$ cat src/rtl/arc4_pkg.sv
// Shared types and sizes for the ARC4 encrypt datapath and its S-box scheduler.
package arc4_pkg;

  localparam int MEM_DEPTH     = 256;
  localparam int ADDR_W        = 8;
  localparam int DEF_KEY_BYTES = 3;

  typedef enum logic [4:0] {
    IDLE,
    INIT,
    KSA_WAIT_I,
    KSA_GET_I,
    KSA_WAIT_J,
    KSA_GET_J,
    KSA_WR_J,
    KSA_NEXT,
    LEN_WAIT,
    LEN_GET,
    LEN_WR,
    PRGA_WAIT_I,
    PRGA_GET_I,
    PRGA_WAIT_J,
    PRGA_GET_J,
    PRGA_WR_J,
    PRGA_PAD,
    PRGA_WAIT_PAD,
    PRGA_GET_PAD,
    PRGA_WR,
    DONE
  } arc4_state_t;

endpackage

$ cat src/rtl/arc4_sbox_sched.sv
// S-box identity fill followed by the key schedule, driving s_mem directly.
// Latency: 256 fill cycles + 6 cycles per KSA index; done pulses during the final S[j] write.
// Backpressure: none; start is only honoured while idle and runs to completion.
module arc4_sbox_sched
  import arc4_pkg::*;
#(
  parameter int KEY_BYTES = DEF_KEY_BYTES
) (
  input  logic                   clk,
  input  logic                   rst,
  input  logic                   start,
  input  logic [8*KEY_BYTES-1:0] key,
  input  logic [7:0]             s_rddata,
  output logic [ADDR_W-1:0]      s_addr,
  output logic [7:0]             s_wrdata,
  output logic                   s_wren,
  output logic                   done
);

  arc4_state_t state;
  logic [7:0]  i;
  logic [7:0]  j;
  logic [7:0]  si;
  logic [7:0]  kidx;
  logic [7:0]  key_byte;
  logic [7:0]  j_nxt;

  // kidx tracks i mod KEY_BYTES; byte 0 is the most significant key byte.
  always_comb begin
    key_byte = 8'd0;
    for (int b = 0; b < KEY_BYTES; b++) begin
      if (kidx == 8'(b)) key_byte = key[(KEY_BYTES-1-b)*8 +: 8];
    end
  end

  assign j_nxt = j + s_rddata + key_byte;

  always_ff @(posedge clk) begin
    if (rst) begin
      state    <= IDLE;
      i        <= 8'd0;
      j        <= 8'd0;
      si       <= 8'd0;
      kidx     <= 8'd0;
      s_addr   <= '0;
      s_wrdata <= 8'd0;
      s_wren   <= 1'b0;
      done     <= 1'b0;
    end else begin
      done <= 1'b0;
      case (state)
        IDLE: begin
          if (start) begin
            i        <= 8'd0;
            s_addr   <= '0;
            s_wrdata <= 8'd0;
            s_wren   <= 1'b1;
            state    <= INIT;
          end
        end
        INIT: begin
          i        <= i + 8'd1;
          s_addr   <= i + 8'd1;
          s_wrdata <= i + 8'd1;
          if (i == 8'(MEM_DEPTH-1)) begin
            s_wren <= 1'b0;
            s_addr <= '0;
            j      <= 8'd0;
            kidx   <= 8'd0;
            state  <= KSA_WAIT_I;
          end
        end
        KSA_WAIT_I: state <= KSA_GET_I;
        KSA_GET_I: begin
          si     <= s_rddata;
          j      <= j_nxt;
          s_addr <= j_nxt;
          state  <= KSA_WAIT_J;
        end
        KSA_WAIT_J: state <= KSA_GET_J;
        KSA_GET_J: begin
          s_addr   <= i;
          s_wrdata <= s_rddata;
          s_wren   <= 1'b1;
          state    <= KSA_WR_J;
        end
        KSA_WR_J: begin
          s_addr   <= j;
          s_wrdata <= si;
          done     <= (i == 8'hFF);
          state    <= KSA_NEXT;
        end
        KSA_NEXT: begin
          s_wren <= 1'b0;
          i      <= i + 8'd1;
          s_addr <= i + 8'd1;
          kidx   <= (kidx == 8'(KEY_BYTES-1)) ? 8'd0 : kidx + 8'd1;
          state  <= (i == 8'hFF) ? IDLE : KSA_WAIT_I;
        end
        default: state <= IDLE;
      endcase
    end
  end

endmodule

$ cat src/rtl/arc4_encrypt.sv
// ARC4 encrypt: length-prefixed pt_mem -> ct_mem, keystream built in external s_mem.
// Latency: 1792 cycles of S-box setup, 4 for length/done, then 8 cycles per message byte.
// Backpressure: rdy low while busy; en is ignored until rdy returns high.
module arc4_encrypt
  import arc4_pkg::*;
#(
  parameter int KEY_BYTES = DEF_KEY_BYTES
) (
  input  logic                   clk,
  input  logic                   rst,
  input  logic                   en,
  output logic                   rdy,
  input  logic [8*KEY_BYTES-1:0] key,
  output logic [ADDR_W-1:0]      pt_addr,
  input  logic [7:0]             pt_rddata,
  output logic [ADDR_W-1:0]      ct_addr,
  output logic [7:0]             ct_wrdata,
  output logic                   ct_wren,
  output logic [ADDR_W-1:0]      s_addr,
  input  logic [7:0]             s_rddata,
  output logic [7:0]             s_wrdata,
  output logic                   s_wren
);

  arc4_state_t            state;
  logic [8*KEY_BYTES-1:0] key_q;
  logic [7:0]             i, j, k, len, si, sj, pt_byte;
  logic [ADDR_W-1:0]      s_addr_q;
  logic [7:0]             s_wrdata_q;
  logic                   s_wren_q;
  logic                   accept;
  logic [ADDR_W-1:0]      sch_addr;
  logic [7:0]             sch_wrdata;
  logic                   sch_wren;
  logic                   sch_done;

  assign accept = rdy & en;

  arc4_sbox_sched #(.KEY_BYTES(KEY_BYTES)) u_sched (
    .clk      (clk),
    .rst      (rst),
    .start    (accept),
    .key      (key_q),
    .s_rddata (s_rddata),
    .s_addr   (sch_addr),
    .s_wrdata (sch_wrdata),
    .s_wren   (sch_wren),
    .done     (sch_done)
  );

  // The scheduler owns s_mem for the whole INIT+KSA span, including its final write cycle.
  assign s_addr   = (state == INIT) ? sch_addr   : s_addr_q;
  assign s_wrdata = (state == INIT) ? sch_wrdata : s_wrdata_q;
  assign s_wren   = (state == INIT) ? sch_wren   : s_wren_q;

  always_ff @(posedge clk) begin
    if (rst) begin
      state      <= IDLE;
      rdy        <= 1'b1;
      key_q      <= '0;
      i          <= 8'd0;
      j          <= 8'd0;
      k          <= 8'd0;
      len        <= 8'd0;
      si         <= 8'd0;
      sj         <= 8'd0;
      pt_byte    <= 8'd0;
      pt_addr    <= '0;
      ct_addr    <= '0;
      ct_wrdata  <= 8'd0;
      ct_wren    <= 1'b0;
      s_addr_q   <= '0;
      s_wrdata_q <= 8'd0;
      s_wren_q   <= 1'b0;
    end else begin
      case (state)
        IDLE: begin
          if (accept) begin
            key_q <= key;
            rdy   <= 1'b0;
            state <= INIT;
          end
        end
        INIT: begin
          if (sch_done) begin
            pt_addr <= '0;
            state   <= LEN_WAIT;
          end
        end
        LEN_WAIT: state <= LEN_GET;
        LEN_GET: begin
          len       <= pt_rddata;
          ct_addr   <= '0;
          ct_wrdata <= pt_rddata;
          ct_wren   <= 1'b1;
          if (pt_rddata == 8'd0) begin
            state <= LEN_WR;
          end else begin
            i        <= 8'd1;
            j        <= 8'd0;
            k        <= 8'd1;
            s_addr_q <= 8'd1;
            pt_addr  <= 8'd1;
            state    <= PRGA_WAIT_I;
          end
        end
        PRGA_WAIT_I: begin
          ct_wren <= 1'b0;
          state   <= PRGA_GET_I;
        end
        PRGA_GET_I: begin
          si       <= s_rddata;
          j        <= j + s_rddata;
          s_addr_q <= j + s_rddata;
          pt_byte  <= pt_rddata;
          state    <= PRGA_WAIT_J;
        end
        PRGA_WAIT_J: state <= PRGA_GET_J;
        PRGA_GET_J: begin
          sj         <= s_rddata;
          s_addr_q   <= i;
          s_wrdata_q <= s_rddata;
          s_wren_q   <= 1'b1;
          state      <= PRGA_WR_J;
        end
        PRGA_WR_J: begin
          s_addr_q   <= j;
          s_wrdata_q <= si;
          state      <= PRGA_PAD;
        end
        PRGA_PAD: begin
          s_wren_q <= 1'b0;
          s_addr_q <= si + sj;
          state    <= PRGA_WAIT_PAD;
        end
        PRGA_WAIT_PAD: state <= PRGA_GET_PAD;
        PRGA_GET_PAD: begin
          ct_addr   <= k;
          ct_wrdata <= pt_byte ^ s_rddata;
          ct_wren   <= 1'b1;
          if (k == len) begin
            state <= PRGA_WR;
          end else begin
            i        <= i + 8'd1;
            k        <= k + 8'd1;
            s_addr_q <= i + 8'd1;
            pt_addr  <= k + 8'd1;
            state    <= PRGA_WAIT_I;
          end
        end
        LEN_WR, PRGA_WR: begin
          ct_wren <= 1'b0;
          state   <= DONE;
        end
        DONE: begin
          rdy   <= 1'b1;
          state <= IDLE;
        end
        default: state <= IDLE;
      endcase
    end
  end

endmodule

$ cat config.mk
export PLATFORM = sky130hd
export DESIGN_NAME = arc4_encrypt
export DESIGN_NICKNAME = d
export VERILOG_FILES = /design/src/rtl/arc4_pkg.sv /design/src/rtl/arc4_sbox_sched.sv /design/src/rtl/arc4_encrypt.sv
export SDC_FILE = /design/constraint.sdc
export NUM_CORES = 1
export LEC_CHECK = 0
export ABC_CLOCK_PERIOD_IN_PS = 4570
export CAP_MARGIN = 20
export CORE_ASPECT_RATIO = 1.25
export CORE_MARGIN = 2
export CORE_UTILIZATION = 60
export CTS_BUF_LIST = sky130_fd_sc_hd__clkbuf_2 sky130_fd_sc_hd__clkbuf_4 sky130_fd_sc_hd__clkbuf_8
export DETAILED_ROUTE_END_ITERATION = 12
export PLACE_DENSITY = 0.83
export REMOVE_ABC_BUFFERS = 1
export SYNTH_ARGS = -nofsm -noshare
export SYNTH_HDL_FRONTEND = slang
export SYNTH_SLANG_ARGS = --single-unit
$ cat constraint.sdc
create_clock -name clk -period 4.57 [get_ports clk]
set_input_delay 0.914 -clock clk [delete_from_list [all_inputs] [get_ports clk]]
set_output_delay 0.914 -clock clk [all_outputs]
set_load 0.005 [all_outputs]
# After elaboration in Yosys (flattened, before gate mapping)
# Index checks and enable logic that the tools add are counted.
[op_classes] add_sub_neg=8 n_eq_ne=31 n_mux=43 bitwise=3 n_reduce_logical=37
[op_table] op="$pmux 8 s2" count=9
[op_table] op="$mux 8" count=14
[op_table] op="$pmux 8 s6" count=2
[op_table] op="$pmux 5 s13" count=1
[op_table] op="$eq 5x4->1 const B" count=8
[op_table] op="$pmux 5 s8" count=1
[op_table] op="$add 8x1->8 const B" count=4
[op_table] op="$add 8x8->8" count=4
[op_table] op="$pmux 8 s4" count=1
[op_table] op="$eq 5x5->1 const B" count=5
[op_table] op="$pmux 8 s3" count=1
[op_table] op="$eq 5x3->1 const B" count=4
[op_table] op="$mux 5" count=4
[op_table] op="$reduce_and 2->1" count=10
[op_table] op="$reduce_bool 2->1" count=9
[op_table] op="$logic_not 8->1" count=2
[op_table] op="$reduce_bool 6->1" count=2
[op_table] op="$eq 5x1->1 const B" count=2
[op_table] op="$eq 5x2->1 const B" count=2
[op_table] op="$logic_not 5->1" count=2
[op_table] op="$reduce_and 3->1" count=3
[op_table] op="$eq 8x1->1 const B" count=1
[op_table] op="$eq 8x2->1 const B" count=1
[op_table] op="$eq 8x8->1" count=1
[op_table] op="15 further kinds" count=29
[word_totals] register_bits=183 out_inout_bits=43 elab_cells=148

# Depth between registers and ports, before layout
# Gate-level depths: netlist of the first run.
[depth] depth_word=6 ltp_mapped=19 ltp_nobuf=17

# Modules after synthesis
# From an unflattened synthesis of the first run, not the netlist that was laid out.
[hier_totals] cells_unflattened=1156 area_unflattened_um2=9550.4
[modules_own_cells] mod="arc4_encrypt" instances=1 cells_per_inst=772 area_each_um2=6374.9 seq_area_each_um2=2562.5
[modules_own_cells] mod="arc4_sbox_sched" instances=1 cells_per_inst=384 area_each_um2=3175.5 seq_area_each_um2=1061.0

# Least setup slack after synthesis of the first run
# No wires, ideal clock.
[synth_timing] path_type="reg-to-reg" from="reg u_sched.kidx[4]" to="reg u_sched.s_addr[7]" setup_time_ns=0.086 arrival_ns=3.532 required_time_ns=4.484 slack_ns=0.952 stages_incl_launch_ff=20 path_buffers=2 cell_sequence="dfxtp_1 -> clkbuf_1 -> nor4_1 -> and2_1 -> and3b_1 -> clkbuf_1 -> a22oi_1 -> nand2_1 -> o21ai_0 -> fa_1 -> inv_1 -> ha_1 -> inv_1 -> fa_1 -> nor2b_1 -> o31a_1 -> o22ai_1 -> xnor3_1 -> nand2_1 -> a211oi_1"
[synth_via] elab_chain_cells=6 word_cells_on_any_way=8 cone_classes="add/sub (1); eq/ne (2); mux (4); reduce/logical (1)"
[synth_rtl] element="from (decl)" line="arc4_sbox_sched.sv:24" source="logic [7:0] kidx;"
[synth_rtl] element="from (signal assigned)" line="arc4_sbox_sched.sv:97" source="kidx <= (kidx == 8'(KEY_BYTES-1)) ? 8'd0 : kidx + 8'd1;"
[synth_rtl] element="$logic_not 8->1" line="arc4_sbox_sched.sv:32" source="if (kidx == 8'(b)) key_byte = key[(KEY_BYTES-1-b)*8 +: 8];"
[synth_rtl] element="$mux 8 (2 in series)" line="arc4_sbox_sched.sv:32"
[synth_rtl] element="$mux 8 *" line="arc4_sbox_sched.sv:32"
[synth_rtl] element="$add 8x8->8 *" line="arc4_sbox_sched.sv:36" source="assign j_nxt = j + s_rddata + key_byte;"
[synth_rtl] element="$pmux 8 s6 *" line="arc4_sbox_sched.sv:51" source="case (state)"
[synth_rtl] element="to (signal assigned)" line="arc4_sbox_sched.sv:63" source="s_addr <= i + 8'd1;"
[synth_rtl] element="to (signal assigned)" line="arc4_sbox_sched.sv:77" source="s_addr <= j_nxt;"
[synth_rtl] element="to (signal assigned)" line="arc4_sbox_sched.sv:82" source="s_addr <= i;"
[synth_rtl] element="to (decl)" line="arc4_sbox_sched.sv:14" source="output logic [ADDR_W-1:0] s_addr,"
# Mark *: on every way between the ends. The rest lies on a longest branch, timed or not.
# A chain may end at the register's enable or synchronous reset.

# Final worst setup path of the first run
[layout_timing] from="reg state[1]" to="out s_addr[5]"
[layout_via] elab_chain_cells=2
[layout_rtl] element="from (decl)" line="arc4_encrypt.sv:25" source="arc4_state_t state;"
[layout_rtl] element="from (signal assigned)" line="arc4_encrypt.sv:58" source="state <= IDLE;"
[layout_rtl] element="from (signal assigned)" line="arc4_encrypt.sv:81" source="state <= INIT;"
[layout_rtl] element="from (signal assigned)" line="arc4_encrypt.sv:87" source="state <= LEN_WAIT;"
[layout_rtl] element="$eq 5x1->1" line="arc4_encrypt.sv:52" source="assign s_addr = (state == INIT) ? sch_addr : s_addr_q;"
[layout_rtl] element="$mux 8" line="arc4_encrypt.sv:52"
[layout_rtl] element="to (decl)" line="arc4_encrypt.sv:19" source="output logic [ADDR_W-1:0] s_addr,"
# Every way passes these cells.

==> impl_metrics.csv, run 1 <==
group,metric,value,unit
floorplan,row_count,51,
floorplan,io_pins,86,
yosys,netlist-cell-type-count,70,
sta,rsz0062_at_grt,"false",
yosys,synth_top_area_frac,0.381,
route,drt_iter0_drc,805,
sta,report.final.slew_viol_count,0,
floorplan,die_h,145,um
sta,finalWorstSetupSlack,0.604,ns
sta,min_period_over_period,0.868,
global_route,grt_max_degree,62,
worst_setup_path,path_cells,"nor3_1 > nand2_1 > mux2_2 > clkdlybuf4s50_1",
yosys,syn_avg_cell_area,7.93,sq um
worst_hold_path,hold_depth,2,
sta,maxSlewHeadroom,0.356,
route,vias,9030,
yosys,synth-seq-cells,181,
clocking,cts-root-buf,"clkbuf_8",
route,wire_per_inst,17.7,um
yosys,synth_edf_count,0,
clocking,clockBufferDepth,2,
sta,hold_viol_final,0,
worst_setup_path,worst_ep_arrival_time,3.05,ns
placed_design,place_hpwl,18.8,mm
yosys,ys_warn_count,0,
cells_and_area,nFillCells,1317,
placed_design,gp_congestion,0.967,
sta,worstMarginPinSlew,0.963,ns
yosys,ys_top_cells_by_area,"dfxtp_1 (38%), nand2_1 (9.1%), a21oi_1 (7.6%), nor2_1 (3.9%), ha_1 (3.6%)",
route,drcViolationCount,0,
outcome,status,"completed",
yosys,synth_cells,1198,
route,dr.pass1.iters,5,
sta,fmaxAchievable,252,MHz
cells_and_area,largest_reg_flops,24,
worst_setup_path,worst_r2r_path_depth,17,
worst_setup_path,r2r_slack,0.64,ns
worst_setup_path,end_kind,"primary output",
floorplan,coreArea,15600,sq um
cells_and_area,final_nets,1328,
clocking,cts_tree,"done",
worst_setup_path,cp_slowest_cell,"nand2_1",
route,routed_wl,26.0,mm
worst_hold_path,hold_path.class,"reg2reg",
global_route,grt_pass1_wl,41.5,mm
placed_design,pre_cts_slack,0.686,ns
placed_design,io_buffers,85,
sta,skew,0.00943,ns
pwr,power_density,326,nW/um^2
clocking,path_clk_slew,0.09,ns
worst_setup_path,worst_path_largest_cell_delay,0.58,ns
worst_setup_path,worstPathMaxFanout,20,
clocking,numCtsBuffers,17,
cells_and_area,area.growth.synth_to_final,14.3,%
floorplan,start_util,0.610,
run,cap_violations,0,
clocking,cts_hold_repair.buffers,0,
yosys,synth_seq_area_share,0.381,
floorplan,dieWidth,117,um
worst_setup_path,cp.required,3.66,ns
worst_hold_path,min_to,"u_sched.s_addr[1]",
clocking,htreeDepth,4,
clocking,cts_setup_buffers,0,
worst_setup_path,crit_type,"reg2out",
yosys,synthFlopType,"dfxtp_1",
sta,finalSetupTns,0,ns
sta,setup_viol,0,
worst_setup_path,crit_path_start_kind,"flop",
clocking,clk_latency,0.48,ns
clocking,cts_resized,0,
worst_setup_path,reg2reg_from,"u_sched.kidx[4]",
sta,min_period,3.97,ns
cells_and_area,layout-drive-gt1-share,0.0690,
global_route,grt_antenna_before_repair,0,
cells_and_area,regMostFlops,"key_q",
pwr,p_leak,3.93,nW
worst_setup_path,r2r_end,"u_sched.s_addr[7]",
yosys,syn-cell-area,9500,sq um
global_route,grt_overflow,0,
clocking,clock_sinks,181,
global_route,grt_usage,0.317,
worst_hold_path,min_from,"u_sched.s_addr[1]",
pwr,peakVddDrop,0.000179,V
global_route,grt_pass1_vias,8386,
route,final_antenna_net_count,0,
floorplan,dieArea,16900,sq um
route,vias_per_cell,6.13,
yosys,async_flop_share,0,
cells_and_area,antenna_cells,0,
yosys,yosysTopAreaCell,"dfxtp_1",
sta,hold_ws,0.459,ns
==> through the flow <==
stage / std cells / cell area (sq um) / power, mW / utilization
after floorplan: 1121 / 9190 / 2.23 / -
after global placement: 1438 / 10500 / 2.52 / 0.673
after detailed placement: 1439 / 10500 / 2.53 / 0.673
after CTS: 1471 / 10900 / 3.55 / 0.697
after global routing: 1472 / 10900 / 3.70 / 0.698
final: 1472 / 10900 / 3.54 / 0.698
==> power by group <==
group | total [mW] | leakage [nW] | switching, mW | internal (mW)
sequential | 1.75 | 1.46 | 0.0879 | 1.66
clock | 1.04 | 0.187 | 0.590 | 0.450
combinational | 0.758 | 2.28 | 0.453 | 0.305
total | 3.54 | 3.93 | 1.13 | 2.41
==> layer usage <==
metal | up-vias | share of wire | global-route usage
li1 | 4331 | - | -
met1 | 4212 | 0.38 | 0.366
met2 | 386 | 0.50 | 0.549
met3 | 101 | 0.062 | 0.0533
met4 | 0 | 0.054 | 0.183
met5 | - | 0 | 0
==> placed cells by master (no fill, tap or decap), types with 5 or more instances in the layout <==
cell type,count
nand2_1,230
dfxtp_1,181
a21oi_1,144
nor2_1,99
clkdlybuf4s50_1,84
o21ai_0,41
inv_1,38
nor3_1,30
a22oi_1,29
xnor2_1,27
ha_1,27
nand3_1,26
buf_4,23
clkbuf_8,22
mux2_2,21
a311oi_1,17
xor2_1,15
a31oi_1,15
nand2b_1,12
a211oi_1,12
and3_1,11
a22o_1,11
fa_1,11
and2_1,10
a21o_1,10
nand4_1,9
o211ai_1,8
nor4_1,7
nor2b_1,7
a222oi_1,7
o21bai_1,6
a221oi_1,5
==> worst max path at each step <==
stage	start	end	slack [ns]	depth (start not counted)
after floorplan	u_sched.kidx[4]	u_sched.s_addr[7]	1.10	17
after global placement	u_sched.kidx[4]	u_sched.s_addr[7]	0.75	17
after detailed placement	u_sched.kidx[4]	u_sched.s_addr[7]	0.69	17
after CTS	state[1]	s_addr[5]	0.60	4
after global routing	u_sched.kidx[4]	u_sched.s_addr[7]	0.26	17
final	state[1]	s_addr[5]	0.60	4
==> layout make-up <==
cell class                      count  area, sq um  share of cell area
Clock buffer                       22          303              0.0279
Multi-Input combinational cell    901         5440               0.501
Clock inverter                     10         72.6             0.00668
Tap cell                          212          265              0.0244
Sequential cell                   181         3620               0.334
Inverter                           39          146              0.0135
Timing Repair Buffer              107         1010              0.0933
==> worst max-delay path: cells and delay by family, from the launching register on <==
family | cells | cell delay (ns)
buffers and inverters | 1 | 0.45
flip-flops | 1 | 0.53
multiplexers | 1 | 0.51
AND/OR/NAND/NOR | 2 | 1.08
==> cell usage after synthesis, types with 8 or more instances <==
cell,number
ha_1,27
nor3_1,30
inv_1,38
clkbuf_1,64
mux2_2,21
a211oi_1,12
dfxtp_1,181
o21ai_0,41
fa_1,11
and2_1,10
nor4_1,8
nand3_1,26
nand4_1,9
xnor2_1,27
xor2_1,15
a311oi_1,17
o211ai_1,8
nand2_1,230
nand2b_1,12
a22oi_1,29
and3_1,11
a22o_1,11
a21o_1,10
nor2_1,99
a31oi_1,15
a21oi_1,144
==> cells by family after synthesis <==
logic type | Yosys count | share of synthesized area
buffers and inverters | 116 | 0.0486
and+or+nand+nor | 456 | 0.213
AOI/OAI and AO/OA | 338 | 0.227
muxes | 24 | 0.0281
xor gates and xnor gates | 43 | 0.0411
adders and majority gates | 40 | 0.0608
DFF | 181 | 0.381
Note: power is estimated with default switching activity, not from simulation.
==> run 2: changes to the inputs <==
--- a/config.mk
+++ b/config.mk
@@ -13,7 +13,6 @@
 export CTS_BUF_LIST = sky130_fd_sc_hd__clkbuf_2 sky130_fd_sc_hd__clkbuf_4 sky130_fd_sc_hd__clkbuf_8
 export DETAILED_ROUTE_END_ITERATION = 12
 export PLACE_DENSITY = 0.83
-export REMOVE_ABC_BUFFERS = 1
 export SYNTH_ARGS = -nofsm -noshare
 export SYNTH_HDL_FRONTEND = slang
 export SYNTH_SLANG_ARGS = --single-unit
==> run 2 against run 1 <==
Compared with the run above:
- via count hardly changed
- clock power is 12% higher
- first-iteration DRC count is 3.9% lower
- largest power group unchanged
- die area stayed put
- combinational power is 2% lower
- maximum frequency is 3.0% lower
- worst hold slack better by 0.0036 ns
- critical path type unchanged
- cell count hardly changed
- wire length is 1.2% higher
- clock skew is 0.0015 ns higher
- count of clock-buffer cells in the layout is 4 lower
==> impl_metrics.csv, run 2 (synthesis gave the netlist of run 1 again) <==
group,metric,value,unit
cells_and_area,largest_reg_flops,24,
floorplan,dieWidth,117,um
clocking,cts_hold_repair.buffers,0,
sta,hold_viol_final,0,
route,dr.pass1.iters,9,
route,routed_wl,26.3,mm
cells_and_area,nFillCells,1304,
route,vias_per_cell,6.14,
global_route,grt_max_degree,93,
clocking,clock_sinks,181,
yosys,synth_fp_nets,1279,
floorplan,coreArea,15600,sq um
floorplan,die_h,145,um
cells_and_area,area.growth.synth_to_final,14.8,%
worst_setup_path,worst_ep_arrival_time,3.18,ns
cells_and_area,finalNonFillerCells,1471,
run,cap_violations,0,
floorplan,io_pins,86,
route,wire_per_inst,17.9,um
sta,fmaxAchievable,245,MHz
placed_design,pre_cts_slack,0.706,ns
cells_and_area,final_cell_mix,"nand2_1 (230), dfxtp_1 (181), a21oi_1 (144)",
worst_setup_path,crit_type,"reg2out",
sta,min_period,4.09,ns
worst_setup_path,cp.required,3.66,ns
clocking,htreeDepth,4,
global_route,grt_pass1_wl,41.3,mm
clocking,clockBufferDepth,2,
placed_design,gp_congestion,0.926,
outcome,status,"completed",
clocking,numCtsBuffers,17,
clocking,cts_tree,"done",
worst_setup_path,end_kind,"primary output",
cells_and_area,final_nets,1327,
global_route,grt_pass1_vias,8361,
sta,min_period_over_period,0.895,
pwr,totalPowerFinal,3.67,mW
placed_design,io_buffers,85,
route,vias,9036,
worst_setup_path,worstPathMaxFanout,18,
sta,maxSlewHeadroom,0.268,
sta,report.final.slew_viol_count,0,
route,drt_iter0_drc,774,
global_route,grt_overflow,0,
route,drcViolationCount,0,
clocking,cts_resized,0,
cells_and_area,regMostFlops,"key_q",
clocking,clk_latency,0.48,ns
cells_and_area,mostFrequentLayoutCell,"nand2_1",
floorplan,start_util,0.610,
sta,setup_viol,0,
cells_and_area,layout-drive-gt1-share,0.0683,
worst_setup_path,crit_path_start_kind,"flop",
sta,worstMarginPinSlew,1.09,ns
sta,skew,0.0109,ns
clocking,cts-root-buf,"clkbuf_8",
sta,finalSetupTns,0,ns
worst_hold_path,hold_path.class,"reg2reg",
clocking,path_clk_slew,0.10,ns
sta,rsz0062_at_grt,"false",
sta,finalWorstSetupSlack,0.481,ns
pwr,peakVddDrop,0.000205,V
global_route,grt_usage,0.316,
cells_and_area,antenna_cells,0,
placed_design,post-place-cells,1437,
sta,hold_ws,0.462,ns
global_route,grt_antenna_before_repair,0,
placed_design,place_hpwl,18.8,mm
floorplan,dieArea,16900,sq um
clocking,cts_setup_buffers,0,
pwr,p_leak,3.95,nW
pwr,power_density,337,nW/um^2
floorplan,row_count,51,
route,final_antenna_net_count,0,
run 2: cell count changes in the layout (fill, tap and decap cells not counted), sizes merged:
cell    previous run  this run
buf               23        21
bufinv             0         3
clkinv             7         6
inv               39        41
clkbuf            22        19
run 2: per-layer routing:
metal  global-route usage  part of all wire  vias to the layer above
met3               0.0604             0.071                       84
li1                     -                 -                     4316
met2                0.531              0.48                      408
met1                0.383              0.40                     4228
met4                0.164             0.048                        0
met5                    0                 0                        -
run 2: report_power, final:
part           switching, mW  internal (mW)  total [mW]  leakage (nW)
combinational          0.443          0.301       0.744          2.28
sequential             0.108           1.66        1.77          1.46
clock                  0.602          0.560        1.16         0.206
run 2: path summary, 6_finish.rpt:
path                   startpoint  slack, ns  cells past startpoint                 to
setup / recovery         state[2]       0.48                      4          s_addr[7]
hold / removal      u_sched.si[7]       0.46                      2      u_sched.si[7]
setup reg to reg  u_sched.kidx[4]       0.67                     17  u_sched.s_addr[7]
hold reg to reg     u_sched.si[7]       0.46                      2      u_sched.si[7]
run 2: through the flow:
step,util,area (sq um)
6_report,0.700,10900
4_1_cts,0.699,10900
3_5_place_dp,0.672,10500
5_1_grt,0.700,10900
3_3_place_gp,0.672,10500
2_1_floorplan,-,9500
run 2: critical path, cell delays in order, from the launching register on:
cell             delay, ns
dfxtp_1               0.47
nor3_1                0.62
nand2_1               0.64
mux2_2                0.50
clkdlybuf4s50_1       0.47
run 2: cell type report:
cell class,count,area [sq um],share of cell area
Inverter,39,146,0.0134
Tap cell,212,265,0.0243
Timing Repair Buffer,106,1010,0.0923
Clock inverter,14,175,0.0161
Multi-Input combinational cell,901,5440,0.499
Sequential cell,181,3620,0.332
Clock buffer,18,248,0.0227
